**src/rtl/apb_arb_pkg.sv**
```systemverilog
// apb_arb_pkg: shared types and constants for the two-requester APB master arbiter
package apb_arb_pkg;
  localparam int NUM_REQ = 2;
  typedef enum logic [1:0] {
    ST_IDLE   = 2'd0,
    ST_SETUP  = 2'd1,
    ST_ACCESS = 2'd2,
    ST_DONE   = 2'd3
  } state_e;
  localparam logic [2:0] PROT_PRIV   = 3'b001;
  localparam logic [2:0] PROT_NONSEC = 3'b010;
  localparam logic [2:0] PROT_INSTR  = 3'b100;
  function automatic logic [NUM_REQ-1:0] req_onehot(input logic idx);
    return idx ? 2'b10 : 2'b01;
  endfunction
endpackage

```
**src/rtl/apb_master_arbiter_if.sv**
```systemverilog
// apb_master_arbiter_if: requester command bundle plus APB master bus
interface apb_master_arbiter_if #(
  parameter int ADDR_W = 32,
  parameter int DATA_W = 32
);
  import apb_arb_pkg::*;
  logic [NUM_REQ-1:0]          REQ_VALID;
  logic [NUM_REQ-1:0]          REQ_WRITE;
  logic [NUM_REQ*ADDR_W-1:0]   REQ_ADDR;
  logic [NUM_REQ*DATA_W-1:0]   REQ_WDATA;
  logic [NUM_REQ*DATA_W/8-1:0] REQ_STRB;
  logic [NUM_REQ*3-1:0]        REQ_PROT;
  logic [NUM_REQ-1:0]          REQ_DONE;
  logic [DATA_W-1:0]           REQ_RDATA;
  logic                        REQ_ERR;
  logic                        PSEL;
  logic                        PENABLE;
  logic                        PWRITE;
  logic [ADDR_W-1:0]           PADDR;
  logic [DATA_W-1:0]           PWDATA;
  logic [DATA_W/8-1:0]         PSTRB;
  logic [2:0]                  PROT;
  logic [DATA_W-1:0]           PRDATA;
  logic                        PREADY;
  logic                        PSLVERR;
  modport master (
    input  REQ_VALID, REQ_WRITE, REQ_ADDR, REQ_WDATA, REQ_STRB, REQ_PROT,
    input  PRDATA, PREADY, PSLVERR,
    output REQ_DONE, REQ_RDATA, REQ_ERR,
    output PSEL, PENABLE, PWRITE, PADDR, PWDATA, PSTRB, PROT
  );
  modport slave (
    output REQ_VALID, REQ_WRITE, REQ_ADDR, REQ_WDATA, REQ_STRB, REQ_PROT,
    output PRDATA, PREADY, PSLVERR,
    input  REQ_DONE, REQ_RDATA, REQ_ERR,
    input  PSEL, PENABLE, PWRITE, PADDR, PWDATA, PSTRB, PROT
  );
endinterface

```
**src/rtl/apb_rr_pick.sv**
```systemverilog
// apb_rr_pick: two-way round-robin pick favouring the requester not granted last
module apb_rr_pick
  import apb_arb_pkg::*;
(
  input  logic [NUM_REQ-1:0] valid_i,
  input  logic               last_grant_i,
  output logic               grant_idx_o,
  output logic               any_valid_o
);
  assign any_valid_o = |valid_i;
  assign grant_idx_o = &valid_i ? ~last_grant_i : valid_i[1];
endmodule

```
**src/rtl/apb_master_arbiter.sv**
```systemverilog
// apb_master_arbiter: round-robin sequencer of two requesters onto one APB master port,
// with a PREADY-low timeout that aborts transfers to a hung slave.
module apb_master_arbiter
  import apb_arb_pkg::*;
#(
  parameter int ADDR_W  = 32,
  parameter int DATA_W  = 32,
  parameter int TIMEOUT = 16
) (
  input logic                  PCLK,
  input logic                  PRESETn,
  apb_master_arbiter_if.master bus
);
  localparam int SW = DATA_W / 8;
  localparam int CW = TIMEOUT > 0 ? $clog2(TIMEOUT + 1) : 1;
  localparam logic [CW-1:0] CNT_LAST = CW'(TIMEOUT - 1);
  localparam logic [1:0] S_IDLE   = ST_IDLE;
  localparam logic [1:0] S_SETUP  = ST_SETUP;
  localparam logic [1:0] S_ACCESS = ST_ACCESS;
  localparam logic [1:0] S_DONE   = ST_DONE;
  logic [1:0]         state_q, state_d;
  logic [CW-1:0]      cnt_q, cnt_d;
  logic               last_q, last_d;
  logic               psel_q, psel_d;
  logic               penable_q, penable_d;
  logic               pwrite_q, pwrite_d;
  logic [ADDR_W-1:0]  paddr_q, paddr_d;
  logic [DATA_W-1:0]  pwdata_q, pwdata_d;
  logic [SW-1:0]      pstrb_q, pstrb_d;
  logic [2:0]         prot_q, prot_d;
  logic [NUM_REQ-1:0] done_q, done_d;
  logic [DATA_W-1:0]  rdata_q, rdata_d;
  logic               err_q, err_d;
  logic               gnt, any_valid, timeout_hit;
  logic               req_write;
  logic [ADDR_W-1:0]  req_addr;
  logic [DATA_W-1:0]  req_wdata;
  logic [SW-1:0]      req_strb;
  logic [2:0]         req_prot;

  apb_rr_pick u_pick (
    .valid_i      (bus.REQ_VALID),
    .last_grant_i (last_q),
    .grant_idx_o  (gnt),
    .any_valid_o  (any_valid)
  );

  assign req_write = bus.REQ_WRITE[gnt];
  assign req_addr  = gnt ? bus.REQ_ADDR[2*ADDR_W-1:ADDR_W]  : bus.REQ_ADDR[ADDR_W-1:0];
  assign req_wdata = gnt ? bus.REQ_WDATA[2*DATA_W-1:DATA_W] : bus.REQ_WDATA[DATA_W-1:0];
  assign req_strb  = gnt ? bus.REQ_STRB[2*SW-1:SW]          : bus.REQ_STRB[SW-1:0];
  assign req_prot  = gnt ? bus.REQ_PROT[5:3]                : bus.REQ_PROT[2:0];
  // The limit is hit on the TIMEOUT-th PREADY-low ACCESS cycle; PREADY takes priority.
  assign timeout_hit = (TIMEOUT != 0) && (cnt_q == CNT_LAST);

  always_comb begin
    state_d  = state_q;
    cnt_d    = cnt_q;
    last_d   = last_q;
    pwrite_d = pwrite_q;
    paddr_d  = paddr_q;
    pwdata_d = pwdata_q;
    pstrb_d  = pstrb_q;
    prot_d   = prot_q;
    rdata_d  = '0;
    err_d    = 1'b0;
    case (state_q)
      S_IDLE: if (any_valid) begin
        state_d  = S_SETUP;
        cnt_d    = '0;
        last_d   = gnt;
        pwrite_d = req_write;
        paddr_d  = req_addr;
        pwdata_d = req_write ? req_wdata : '0;
        pstrb_d  = req_write ? req_strb : '0;
        prot_d   = req_prot;
      end
      S_SETUP: state_d = S_ACCESS;
      S_ACCESS: if (bus.PREADY) begin
        state_d = S_DONE;
        err_d   = bus.PSLVERR;
        rdata_d = pwrite_q ? '0 : bus.PRDATA;
      end else if (timeout_hit) begin
        state_d = S_DONE;
        err_d   = 1'b1;
      end else begin
        cnt_d = cnt_q + CW'(1);
      end
      default: state_d = S_IDLE;
    endcase
  end

  assign psel_d    = (state_d == S_SETUP) || (state_d == S_ACCESS);
  assign penable_d = state_d == S_ACCESS;
  assign done_d    = (state_d == S_DONE) ? req_onehot(last_d) : '0;

  always_ff @(posedge PCLK or negedge PRESETn)
    if (!PRESETn) begin
      state_q   <= S_IDLE;
      cnt_q     <= '0;
      last_q    <= 1'b1;
      psel_q    <= 1'b0;
      penable_q <= 1'b0;
      pwrite_q  <= 1'b0;
      paddr_q   <= '0;
      pwdata_q  <= '0;
      pstrb_q   <= '0;
      prot_q    <= '0;
      done_q    <= '0;
      rdata_q   <= '0;
      err_q     <= 1'b0;
    end else begin
      state_q   <= state_d;
      cnt_q     <= cnt_d;
      last_q    <= last_d;
      psel_q    <= psel_d;
      penable_q <= penable_d;
      pwrite_q  <= pwrite_d;
      paddr_q   <= paddr_d;
      pwdata_q  <= pwdata_d;
      pstrb_q   <= pstrb_d;
      prot_q    <= prot_d;
      done_q    <= done_d;
      rdata_q   <= rdata_d;
      err_q     <= err_d;
    end

  assign bus.PSEL      = psel_q;
  assign bus.PENABLE   = penable_q;
  assign bus.PWRITE    = pwrite_q;
  assign bus.PADDR     = paddr_q;
  assign bus.PWDATA    = pwdata_q;
  assign bus.PSTRB     = pstrb_q;
  assign bus.PROT      = prot_q;
  assign bus.REQ_DONE  = done_q;
  assign bus.REQ_RDATA = rdata_q;
  assign bus.REQ_ERR   = err_q;
endmodule

```
**src/flat_wrapper.sv**
```systemverilog
// flat-port wrapper written by rule: the top's interface ports become plain ports
module apb_master_arbiter_flat import apb_arb_pkg::*;
#(
  parameter int ADDR_W  = 32,
  parameter int DATA_W  = 32,
  parameter int TIMEOUT = 16
)
  (PCLK, PRESETn, bus_REQ_VALID, bus_REQ_WRITE, bus_REQ_ADDR, bus_REQ_WDATA, bus_REQ_STRB, bus_REQ_PROT, bus_PRDATA, bus_PREADY, bus_PSLVERR, bus_REQ_DONE, bus_REQ_RDATA, bus_REQ_ERR, bus_PSEL, bus_PENABLE, bus_PWRITE, bus_PADDR, bus_PWDATA, bus_PSTRB, bus_PROT);
  apb_master_arbiter_if #(.ADDR_W(ADDR_W), .DATA_W(DATA_W)) bus_i ();
  input logic PCLK;
  input logic PRESETn;
  input wire logic [$bits(bus_i.REQ_VALID)-1:0] bus_REQ_VALID;
  input wire logic [$bits(bus_i.REQ_WRITE)-1:0] bus_REQ_WRITE;
  input wire logic [$bits(bus_i.REQ_ADDR)-1:0] bus_REQ_ADDR;
  input wire logic [$bits(bus_i.REQ_WDATA)-1:0] bus_REQ_WDATA;
  input wire logic [$bits(bus_i.REQ_STRB)-1:0] bus_REQ_STRB;
  input wire logic [$bits(bus_i.REQ_PROT)-1:0] bus_REQ_PROT;
  input wire logic [$bits(bus_i.PRDATA)-1:0] bus_PRDATA;
  input wire logic [$bits(bus_i.PREADY)-1:0] bus_PREADY;
  input wire logic [$bits(bus_i.PSLVERR)-1:0] bus_PSLVERR;
  output wire logic [$bits(bus_i.REQ_DONE)-1:0] bus_REQ_DONE;
  output wire logic [$bits(bus_i.REQ_RDATA)-1:0] bus_REQ_RDATA;
  output wire logic [$bits(bus_i.REQ_ERR)-1:0] bus_REQ_ERR;
  output wire logic [$bits(bus_i.PSEL)-1:0] bus_PSEL;
  output wire logic [$bits(bus_i.PENABLE)-1:0] bus_PENABLE;
  output wire logic [$bits(bus_i.PWRITE)-1:0] bus_PWRITE;
  output wire logic [$bits(bus_i.PADDR)-1:0] bus_PADDR;
  output wire logic [$bits(bus_i.PWDATA)-1:0] bus_PWDATA;
  output wire logic [$bits(bus_i.PSTRB)-1:0] bus_PSTRB;
  output wire logic [$bits(bus_i.PROT)-1:0] bus_PROT;
  assign bus_i.REQ_VALID = bus_REQ_VALID;
  assign bus_i.REQ_WRITE = bus_REQ_WRITE;
  assign bus_i.REQ_ADDR = bus_REQ_ADDR;
  assign bus_i.REQ_WDATA = bus_REQ_WDATA;
  assign bus_i.REQ_STRB = bus_REQ_STRB;
  assign bus_i.REQ_PROT = bus_REQ_PROT;
  assign bus_i.PRDATA = bus_PRDATA;
  assign bus_i.PREADY = bus_PREADY;
  assign bus_i.PSLVERR = bus_PSLVERR;
  assign bus_REQ_DONE = bus_i.REQ_DONE;
  assign bus_REQ_RDATA = bus_i.REQ_RDATA;
  assign bus_REQ_ERR = bus_i.REQ_ERR;
  assign bus_PSEL = bus_i.PSEL;
  assign bus_PENABLE = bus_i.PENABLE;
  assign bus_PWRITE = bus_i.PWRITE;
  assign bus_PADDR = bus_i.PADDR;
  assign bus_PWDATA = bus_i.PWDATA;
  assign bus_PSTRB = bus_i.PSTRB;
  assign bus_PROT = bus_i.PROT;
  apb_master_arbiter #(.ADDR_W(ADDR_W), .DATA_W(DATA_W), .TIMEOUT(TIMEOUT)) u_core (.PCLK(PCLK), .PRESETn(PRESETn), .bus(bus_i));
endmodule
```
**config.mk**
```make
export PLATFORM = sky130hd
export DESIGN_NAME = apb_master_arbiter_flat
export DESIGN_NICKNAME = d
export VERILOG_FILES = /design/src/rtl/apb_arb_pkg.sv /design/src/rtl/apb_master_arbiter_if.sv /design/src/rtl/apb_rr_pick.sv /design/src/rtl/apb_master_arbiter.sv /design/src/flat_wrapper.sv
export SDC_FILE = /design/constraint.sdc
export NUM_CORES = 1
export LEC_CHECK = 0
export ABC_CLOCK_PERIOD_IN_PS = 1900
export CORE_UTILIZATION = 35
export CTS_CLUSTER_DIAMETER = 150
export DETAILED_ROUTE_END_ITERATION = 8
export HOLD_SLACK_MARGIN = 0.15
export PLACE_DENSITY = 0.78
export SLEW_MARGIN = 20
export SYNTH_ARGS = -nofsm -noshare
export SYNTH_HDL_FRONTEND = slang
export SYNTH_SLANG_ARGS = --single-unit
```
**constraint.sdc**
```tcl
create_clock -name PCLK -period 1.9 [get_ports PCLK]
set_input_delay 0.19 -clock PCLK [delete_from_list [all_inputs] [get_ports PCLK]]
set_output_delay 0.19 -clock PCLK [all_outputs]
set_load 0.005 [all_outputs]
```
==> results of run 1 <==
-- cell type report --
class | count | area (µm²)
clock buffers | 20 | 466.7
clock inverters | 12 | 224.0
fillers | 1052 | 4887
inverters | 6 | 22.52
multi-input cells | 291 | 2014
flip-flops and latches | 117 | 2929
well taps | 180 | 225.2
repair buffers | 315 | 3166
-- logic make-up after synthesis --
logic type	Yosys count
AND/OR/NAND/NOR	123
flip-flops	117
AO/OA/AOI/OAI	89
multiplexers	72
buffers and inverters	34
adder cells (fa/ha/maj)	7
-- critical path: stages (launching register included) --
cell and delay, ns:
dfrtp_1 0.41, ha_2 0.19, and3_4 0.18, ha_4 0.16
o21a_4 0.22, or4_4 0.51, a21oi_2 0.13
-- timing repair --
| item | in CTS | in global routing |
|---|---|---|
| endpoints found under the setup margin | 6 | 6 |
| pin swaps | 1 | 4 |
| hold endpoints to repair | 77 | 0 |
| resized for setup | 6 | 12 |
| buffers inserted | 0 | 3 |
| hold buffers | 1 | 0 |
-- flip-flops by register name (all words and copies together) (netlist names) --
name and flops:
u_core.cnt_q 5, u_core.last_q 1, u_core.bus.PADDR 32, u_core.bus.PWRITE 1, u_core.bus.PSTRB 4, u_core.bus.PENABLE 1, u_core.state_q 2, u_core.bus.REQ_RDATA 32
u_core.bus.PWDATA 32, u_core.bus.PROT 3, u_core.bus.PSEL 1, u_core.bus.REQ_ERR 1, u_core.bus.REQ_DONE 2
-- per-layer routing --
metal / track usage, % / wire [µm] / vias to the layer above / part of all wire (%)
met5: 0 / 0 / - / 0
met4: 9.414 / 395 / 0 / 2.7
met3: 8.380 / 1621 / 32 / 11
met2: 36.69 / 7675 / 206 / 52
met1: 19.97 / 5167 / 2034 / 35
li1: - / - / 2116 / -
-- cell usage in the layout, fill, tap and decap left out, types with 4 or more instances in the layout --
| cell | n |
|---|---|
| buf_12 | 6 |
| o21ai_0 | 72 |
| inv_1 | 6 |
| nand2_1 | 74 |
| clkdlybuf4s50_1 | 289 |
| bufinv_16 | 6 |
| buf_4 | 19 |
| clkbuf_16 | 17 |
| dfrtp_1 | 116 |
| mux2i_1 | 72 |
| ha_1 | 4 |
| and2_1 | 35 |
| clkinvlp_4 | 4 |
-- power groups by stage --
stage	clock network, µW	logic (µW)	registers [µW]
finish	3670	4670	3900
global route	3860	5120	4020
CTS	3740	4590	3910
detailed placement	0	4530	3940
global placement	0	4390	3900
floorplan	0	1690	3980
-- stage by stage --
stage	std cells	power (µW)	util [%]
floorplan	442	5667	-
global placement	905	8298	59.10
detailed placement	905	8472	59.10
CTS	938	12230	64.25
global route	941	13010	64.93
finish	941	12240	64.93
-- worst paths after layout --
kind,start,endpoint,slack [ns],depth (start not counted)
setup / recovery,u_core.cnt_q[1]$_DFFE_PN0P_,u_core.cnt_q[3]$_DFFE_PN0P_,0.02,6
hold / removal,PRESETn,u_core.bus.PROT[0]$_DFFE_PN0P_,0.26,2
setup reg to reg,u_core.cnt_q[1]$_DFFE_PN0P_,u_core.cnt_q[3]$_DFFE_PN0P_,0.02,6
hold reg to reg,u_core.bus.PWDATA[15]$_DFFE_PN0P_,u_core.bus.PWDATA[15]$_DFFE_PN0P_,0.47,2
max in group asynchronous,PRESETn,u_core.bus.REQ_RDATA[2]$_DFF_PN0_,0.96,3
min in group PCLK,bus_PRDATA[10],u_core.bus.REQ_RDATA[10]$_DFF_PN0_,0.33,2
==> key figures, run 1 <==
Die
  • DIE HEIGHT: 121.8 µm
  • Ports placed on the boundary: slightly below 300
  • Total number of placement rows: 43
  • Die area: 0.01484 mm²
  • Initial cell density of the core: 36.05%
  • Area inside the core boundary: between 0.01 and 0.015 mm²
  • Die width: 121.8 µm

Timing
  • Max Freq: 0.5331 GHz
  • Final worst clock skew: 0.007524 ns
  • Worst relative slew slack: 70.22%
  • Fin worst setup slack: between 0.02 and 0.025 ns
  • Shortest period the worst path allows: ~1.9 ns
  • Final-report hold violation count: 0
  • Minimum hold slack: roughly 0.26 ns
  • Period Utilization, post-route: a little over nine tenths
  • Number of endpoints failing setup at the final stage: 0
  • Number of max-slew violations in the final report: 0
  • Transition time at the pin with the least slew margin: between 0.4 and 0.5 ns
  • Setup TNS: 0 ns

Worst hold path
  • Type of the worst min-delay path: input port to async pin

Placed design
  • Gp weighted congestion: a little over 0.8
  • Minimum setup slack after placement: -0.1108 ns
  • Post-placement cell area: 0.008235 mm²
  • Hpwl dp: ~11 mm
  • Buffers added on ports: slightly below 300

Power
  • Clock network fraction of total power: between 30% and 40%
  • Leakage power figure: about 0.0040 µW
  • Cell area power density: 1353 mW/mm²
  • Internal power: approximately 8700 µW
  • Part of the power in combinational logic: between 30% and 40%
  • Relative contribution of sequential cells to total power: a little under a third
  • Max rail drop VDD: about 0.0006 V
  • Net switching power: 3544 µW
  • Switching fraction of total power: between 20% and 30%

CTS
  • Clock buffers created by TritonCTS: 17
  • CTS clk-pin slew, worst paths: about 0.06 ns
  • CTS sink cnt: 117
  • Insertion delay to the later sink of the worst-skew pair: a little over 0.4 ns
  • TritonCTS clock tree: built
  • Clk Tree Root Cell: clkbuf_16
  • H-Tree Depth: 4
  • Clock buffer depth: 2

Routing
  • Number of DRC markers after the initial detailed-route iteration: ~200
  • Number of detailed-routing iterations run before antenna repair: 4
  • Number of vias per cell: ~4.7
  • Residual DRC count: 0
  • Final routed wirelength across all metal layers: about 15 mm
  • Post-route antenna net violation count: 0
  • WL per Instance: 15.79 µm
  • Via total after detailed routing: about 4,400

Logic synthesis
  • Cell with the most instances after synthesis: dfrtp_1
  • Ys flop type: dfrtp_1
  • Cells after Synth: ~440
  • Post-Synth Simple-Gate Area: between 10% and 20%
  • Post-synthesis mux area share: roughly 14%
  • Leading post-synthesis cells by instance count: dfrtp_1 (116), nand2_1 (74), o21ai_0 (74)
  • XOR/XNOR share of the synthesized area: 0%
  • Flip-flop and latch count after synthesis: between 100 and 150
  • Number of warnings reported in the yosys synthesis log: 0
  • EDFF count, synth: 0
  • Ys async rst share: between 90% and 100%
  • Largest area contributor in the netlist: dfrtp_1
  • Area share of the largest cell type after synthesis: between 50% and 60%
  • Distinct cell type count after synthesis: 33
  • Post-synthesis instance area: ~0.005 mm²
  • Mapped Nets: around 630
  • Share of the synthesized area in compound gates (AO/OA/AOI/OAI): 9.888%
  • Post-Syn Area per Cell: between 10 and 15 µm²
  • Largest family of logic cells by synthesized area: multiplexers
  • Synth top area cells: dfrtp_1 (58%), mux2i_1 (14%), o21ai_0 (7.4%)
  • Arithmetic-cell share of the synthesized area counting full adders, half adders and majority gates: approximately 1.7%
  • Sequential area share after synthesis: 58.31%

GRT
  • Antenna violations before repair: 0
  • Global-route wire length before repair: roughly 23 mm
  • Total global routing overflow: 0
  • Number of global-route vias before repair: around 4,600
  • Pin count of the biggest net entering global routing: 82
  • Aggregate global-route resource usage: between 20% and 30%

Critical path
  • Maximum fanout along the worst path: 6
  • Type of element launching the critical path: flop
  • Endpoint kind of the worst setup timing path: flop
  • Critical path type: flop to flop
  • Required arrival time at the worst endpoint: approximately 2.2 ns
  • Crit path arrival time: around 2.2 ns

Cells and area
  • Total non-filler cell area in the finished layout: around 0.0090 mm²
  • Share of layout cells above drive strength 1: about a tenth
  • Antenna diode instance count: 0
  • Area delta synth->final: 80.10%
  • Net count, final: roughly 940

Outcome
  • Run status: finished clean

Run
  • Count of max-cap constraint violations: 0
(Power assumes the default switching activity.)
==> run 2: changes to the inputs <==
--- a/config.mk
+++ b/config.mk
@@ -6,6 +6,7 @@
 export NUM_CORES = 1
 export LEC_CHECK = 0
 export ABC_CLOCK_PERIOD_IN_PS = 1900
+export CAP_MARGIN = 20
 export CORE_UTILIZATION = 35
 export CTS_CLUSTER_DIAMETER = 150
 export DETAILED_ROUTE_END_ITERATION = 8
==> results of run 2 <==
No change in the layout: final DEF, timing and power equal those of run 1.
==> run 3: changes to the inputs <==
--- a/config.mk
+++ b/config.mk
@@ -5,13 +5,13 @@
 export SDC_FILE = /design/constraint.sdc
 export NUM_CORES = 1
 export LEC_CHECK = 0
-export ABC_CLOCK_PERIOD_IN_PS = 1900
+export ABC_CLOCK_PERIOD_IN_PS = 2400
 export CAP_MARGIN = 20
-export CORE_UTILIZATION = 35
+export CORE_AREA = 2 2 112 114
 export CTS_CLUSTER_DIAMETER = 150
 export DETAILED_ROUTE_END_ITERATION = 8
-export HOLD_SLACK_MARGIN = 0.15
-export PLACE_DENSITY = 0.78
+export DIE_AREA = 0 0 114 116
+export DONT_BUFFER_PORTS = 1
 export SLEW_MARGIN = 20
 export SYNTH_ARGS = -nofsm -noshare
 export SYNTH_HDL_FRONTEND = slang
==> constraint.sdc (replaced) <==
create_clock -name PCLK -period 2.4 [get_ports PCLK]
set_input_delay 0.24 -clock PCLK [delete_from_list [all_inputs] [get_ports PCLK]]
set_output_delay 0.24 -clock PCLK [all_outputs]
set_load 0.005 [all_outputs]
==> run 3 against run 2 <==
Compared with the run above:
- the flow now finishes with violations (negative hold slack)
- fmax fell by 8.7%
- cell count decreased by 33%
- via count decreased by 24%
- register-to-register slack improved by 0.32 ns
- sequential share of layout area is 16 points higher
- hold slack worse by 0.73 ns
- sequential power down 15%
- largest power group is now registers
- highest routed layer unchanged
==> key figures, run 3 (same netlist as run 1, synthesis figures left out) <==
Critical path
  • Crit path arrival time: 2.33 ns (+0.12 ns)
  • Critical R2R Capture: u_core.bus.REQ_DONE[0]$_DFF_PN0_
  • Cell at the slowest stage of the critical path: dfrtp_1
  • Type of element launching the critical path: flop
  • Maximum fanout along the worst path: 7 (+1)
  • Number of buffers and inverters on the critical path: 0 (unchanged)
  • Cell depth of the worst flop-to-flop path: 8 (+2)
  • Setup slack on the worst flop-to-flop path: 0.35 ns (+0.32 ns)
  • Endpoint kind of the worst setup timing path: flop
  • Worst-path cell chain: ha_1 -> and3_1 -> ha_1 -> o21a_1 -> o22ai_1 -> a21oi_1 -> ha_1 -> nor2b_1
  • Critical path type: flop to flop
  • Cell family with the largest share of critical-path delay: adder cells
  • Required arrival time at the worst endpoint: 2.68 ns (+0.44 ns)
  • Max incr delay on CP: 0.40 ns (-0.11 ns)
  • Critical Path Most Common Cell: ha_1
  • Launch point of the worst reg-to-reg path: u_core.cnt_q[0]$_DFFE_PN0P_

Cells and area
  • Final Non-Filler Cells: 632 (-33%)
  • Net count, final: 661 (-29%)
  • Share of layout cells above drive strength 1: 8.866% (-1.1 points)
  • Most common cell after layout, fill and taps aside: dfrtp_1
  • Antenna diode instance count: 0 (unchanged)
  • Commonest cells after routing, fill and taps aside: dfrtp_1 (116), nand2_1 (74), o21ai_0 (73)
  • Area delta synth->final: 19.40%
  • Number of filler instances in the final layout: 1,052 (unchanged)

Placed design
  • Buffers added on ports: 0 (-100%)
  • Number of placed instances with taps included: 567 (-37%)
  • Gp weighted congestion: 0.7614 (-6.1%)
  • Hpwl dp: 8.119 mm (-27%)

Power
  • Leakage power figure: 0.002797 µW (-29%)
  • Max rail drop VDD: 0.0004816 V (-22%)
  • Cell area power density: 1203 mW/mm² (-11%)

GRT
  • Global-route wire length before repair: 17.69 mm (-22%)
  • Number of global-route vias before repair: 3,361 (-27%)
  • Aggregate global-route resource usage: 17.52% (-2.8 points)
  • Pin count of the biggest net entering global routing: 118 (+44%)
  • Antenna violations before repair: 0 (unchanged)
  • Total global routing overflow: 0 (unchanged)

Routing
  • WL per Instance: 18.74 µm (+19%)
  • Via total after detailed routing: 3,323 (-24%)
  • Number of DRC markers after the initial detailed-route iteration: 135 (-32%)
  • Number of vias per cell: 5.258 (+13%)
  • Final routed wirelength across all metal layers: 11.85 mm (-20%)
  • Residual DRC count: 0 (unchanged)
  • Number of detailed-routing iterations run before antenna repair: 6 (+2)
  • Post-route antenna net violation count: 0 (unchanged)

Die
  • DIE HEIGHT: 116 µm (-4.8%)
  • Area inside the core boundary: 0.01191 mm² (-15%)
  • Ports placed on the boundary: 291 (unchanged)
  • Total number of placement rows: 40 (-7.0%)
  • Die width: 114 µm (-6.4%)
  • Die area: 0.01322 mm² (-11%)
  • Initial cell density of the core: 42.17% (+6.1 points)

Timing
  • Transition time at the pin with the least slew margin: 0.7712 ns (+0.3245 ns)
  • Max Freq: 0.4870 GHz (-8.7%)
  • Shortest period the worst path allows: 2.053 ns (+0.1776 ns)
  • Worst relative slew slack: 48.46% (-22 points)
  • Final worst clock skew: 0.01785 ns (+0.01032 ns)
  • Number of endpoints failing setup at the final stage: 0 (unchanged)
  • Setup TNS: 0 ns (unchanged)
  • Final-report hold violation count: 117 (+117)
  • Number of max-slew violations in the final report: 0 (unchanged)
  • Period Utilization, post-route: 85.55% (-13 points)
  • Unrepaired setup endpoints after global routing: false
  • Minimum hold slack: -0.4713 ns (-0.7278 ns)

CTS
  • TritonCTS clock tree: built
  • CTS sink cnt: 117 (unchanged)
  • Setup Buffers After CTS: 0 (unchanged)
  • CTS Hold Bufs: 33 (+32)
  • Clock buffer depth: 2 (unchanged)
  • Post-cts gate resize count: 0 (-6)
  • Insertion delay to the later sink of the worst-skew pair: 0.40 ns (about the same)
  • Clk Tree Root Cell: clkbuf_16
  • H-Tree Depth: 4 (unchanged)
  • CTS clk-pin slew, worst paths: 0.06 ns (about the same)
  • Clock buffers created by TritonCTS: 17 (unchanged)

Run
  • Count of max-cap constraint violations: 0 (unchanged)

Outcome
  • Run status: complete, but fails checks
  • Failing checks: negative hold slack

Worst hold path
  • Type of the worst min-delay path: input port to async pin
==> run 3: changes by cell type in the layout (fill, tap and decap cells not counted), sizes merged <==
cell / before / now
clkdlybuf4s50: 289 / 0
dlygate4sd3: 1 / 33
buf: 25 / 6
bufinv: 6 / 0
inv: 6 / 10
clkinv: 2 / 4
clkbuf: 20 / 19
clkinvlp: 4 / 5
==> run 3: power by group <==
group / switching [µW] / total (µW) / internal (µW)
clock network: 926 / 2280 / 1360
logic: 939 / 1610 / 672
registers: 604 / 3330 / 2720
total: 2470 / 7220 / 4750
==> run 3: how the worst max path moves through the flow <==
| stage | start | to | slack [ns] | depth (start not counted) |
|---|---|---|---|---|
| floorplan | u_core.cnt_q[0]$_DFFE_PN0P_ | u_core.bus.REQ_DONE[0]$_DFF_PN0_ | 0.50 | 8 |
| global placement | u_core.cnt_q[0]$_DFFE_PN0P_ | u_core.bus.REQ_DONE[0]$_DFF_PN0_ | 0.42 | 8 |
| detailed placement | u_core.cnt_q[0]$_DFFE_PN0P_ | u_core.bus.REQ_DONE[0]$_DFF_PN0_ | 0.35 | 8 |
| CTS | u_core.cnt_q[0]$_DFFE_PN0P_ | u_core.bus.REQ_DONE[0]$_DFF_PN0_ | 0.33 | 8 |
| global route | u_core.cnt_q[0]$_DFFE_PN0P_ | u_core.bus.REQ_DONE[0]$_DFF_PN0_ | 0.16 | 8 |
| finish | u_core.cnt_q[0]$_DFFE_PN0P_ | u_core.bus.REQ_DONE[0]$_DFF_PN0_ | 0.35 | 8 |
==> run 3: area by class of cell <==
| cell class | count | area (µm²) | share of cell area [%] |
|---|---|---|---|
| Sequential cell | 117 | 2929 | 48.83 |
| Multi-Input combinational cell | 291 | 1919 | 32.00 |
| Clock buffer | 19 | 442.9 | 7.384 |
| Timing Repair Buffer | 39 | 400.4 | 6.675 |
| Tap cell | 147 | 183.9 | 3.066 |
| Clock inverter | 13 | 100.1 | 1.669 |
| Inverter | 6 | 22.52 | 0.3755 |
==> run 3: worst register-to-register path: cells and delay by family, from the launching register on <==
family | cells | cell delay (ns)
AOI/OAI and AO/OA | 3 | 0.57
DFF | 1 | 0.40
and+or+nand+nor | 2 | 0.31
adders and majority gates | 3 | 0.65
==> run 3: metrics by stage <==
stage / instance area [µm²] / setup WS (ns) / util [%] / power [µW]
after global routing: 5998 / 0.1590 / 50.36 / 7763
final: 5998 / 0.3467 / 50.36 / 7219
after CTS: 5998 / 0.3288 / 50.36 / 7338
after global placement: 5125 / 0.4165 / 43.03 / 4889
after floorplan: 5024 / 0.4982 / - / 4476
after detailed placement: 5125 / 0.3521 / 43.03 / 4980
==> run 3: metal layers <==
| metal | share of wire (%) | up-vias | global-route usage, % |
|---|---|---|---|
| met2 | 51 | 180 | 29.96 |
| met5 | 0 | - | 0 |
| li1 | - | 1568 | - |
| met1 | 38 | 1569 | 19.91 |
| met4 | 0.81 | 0 | 6.260 |
| met3 | 10 | 6 | 7.165 |
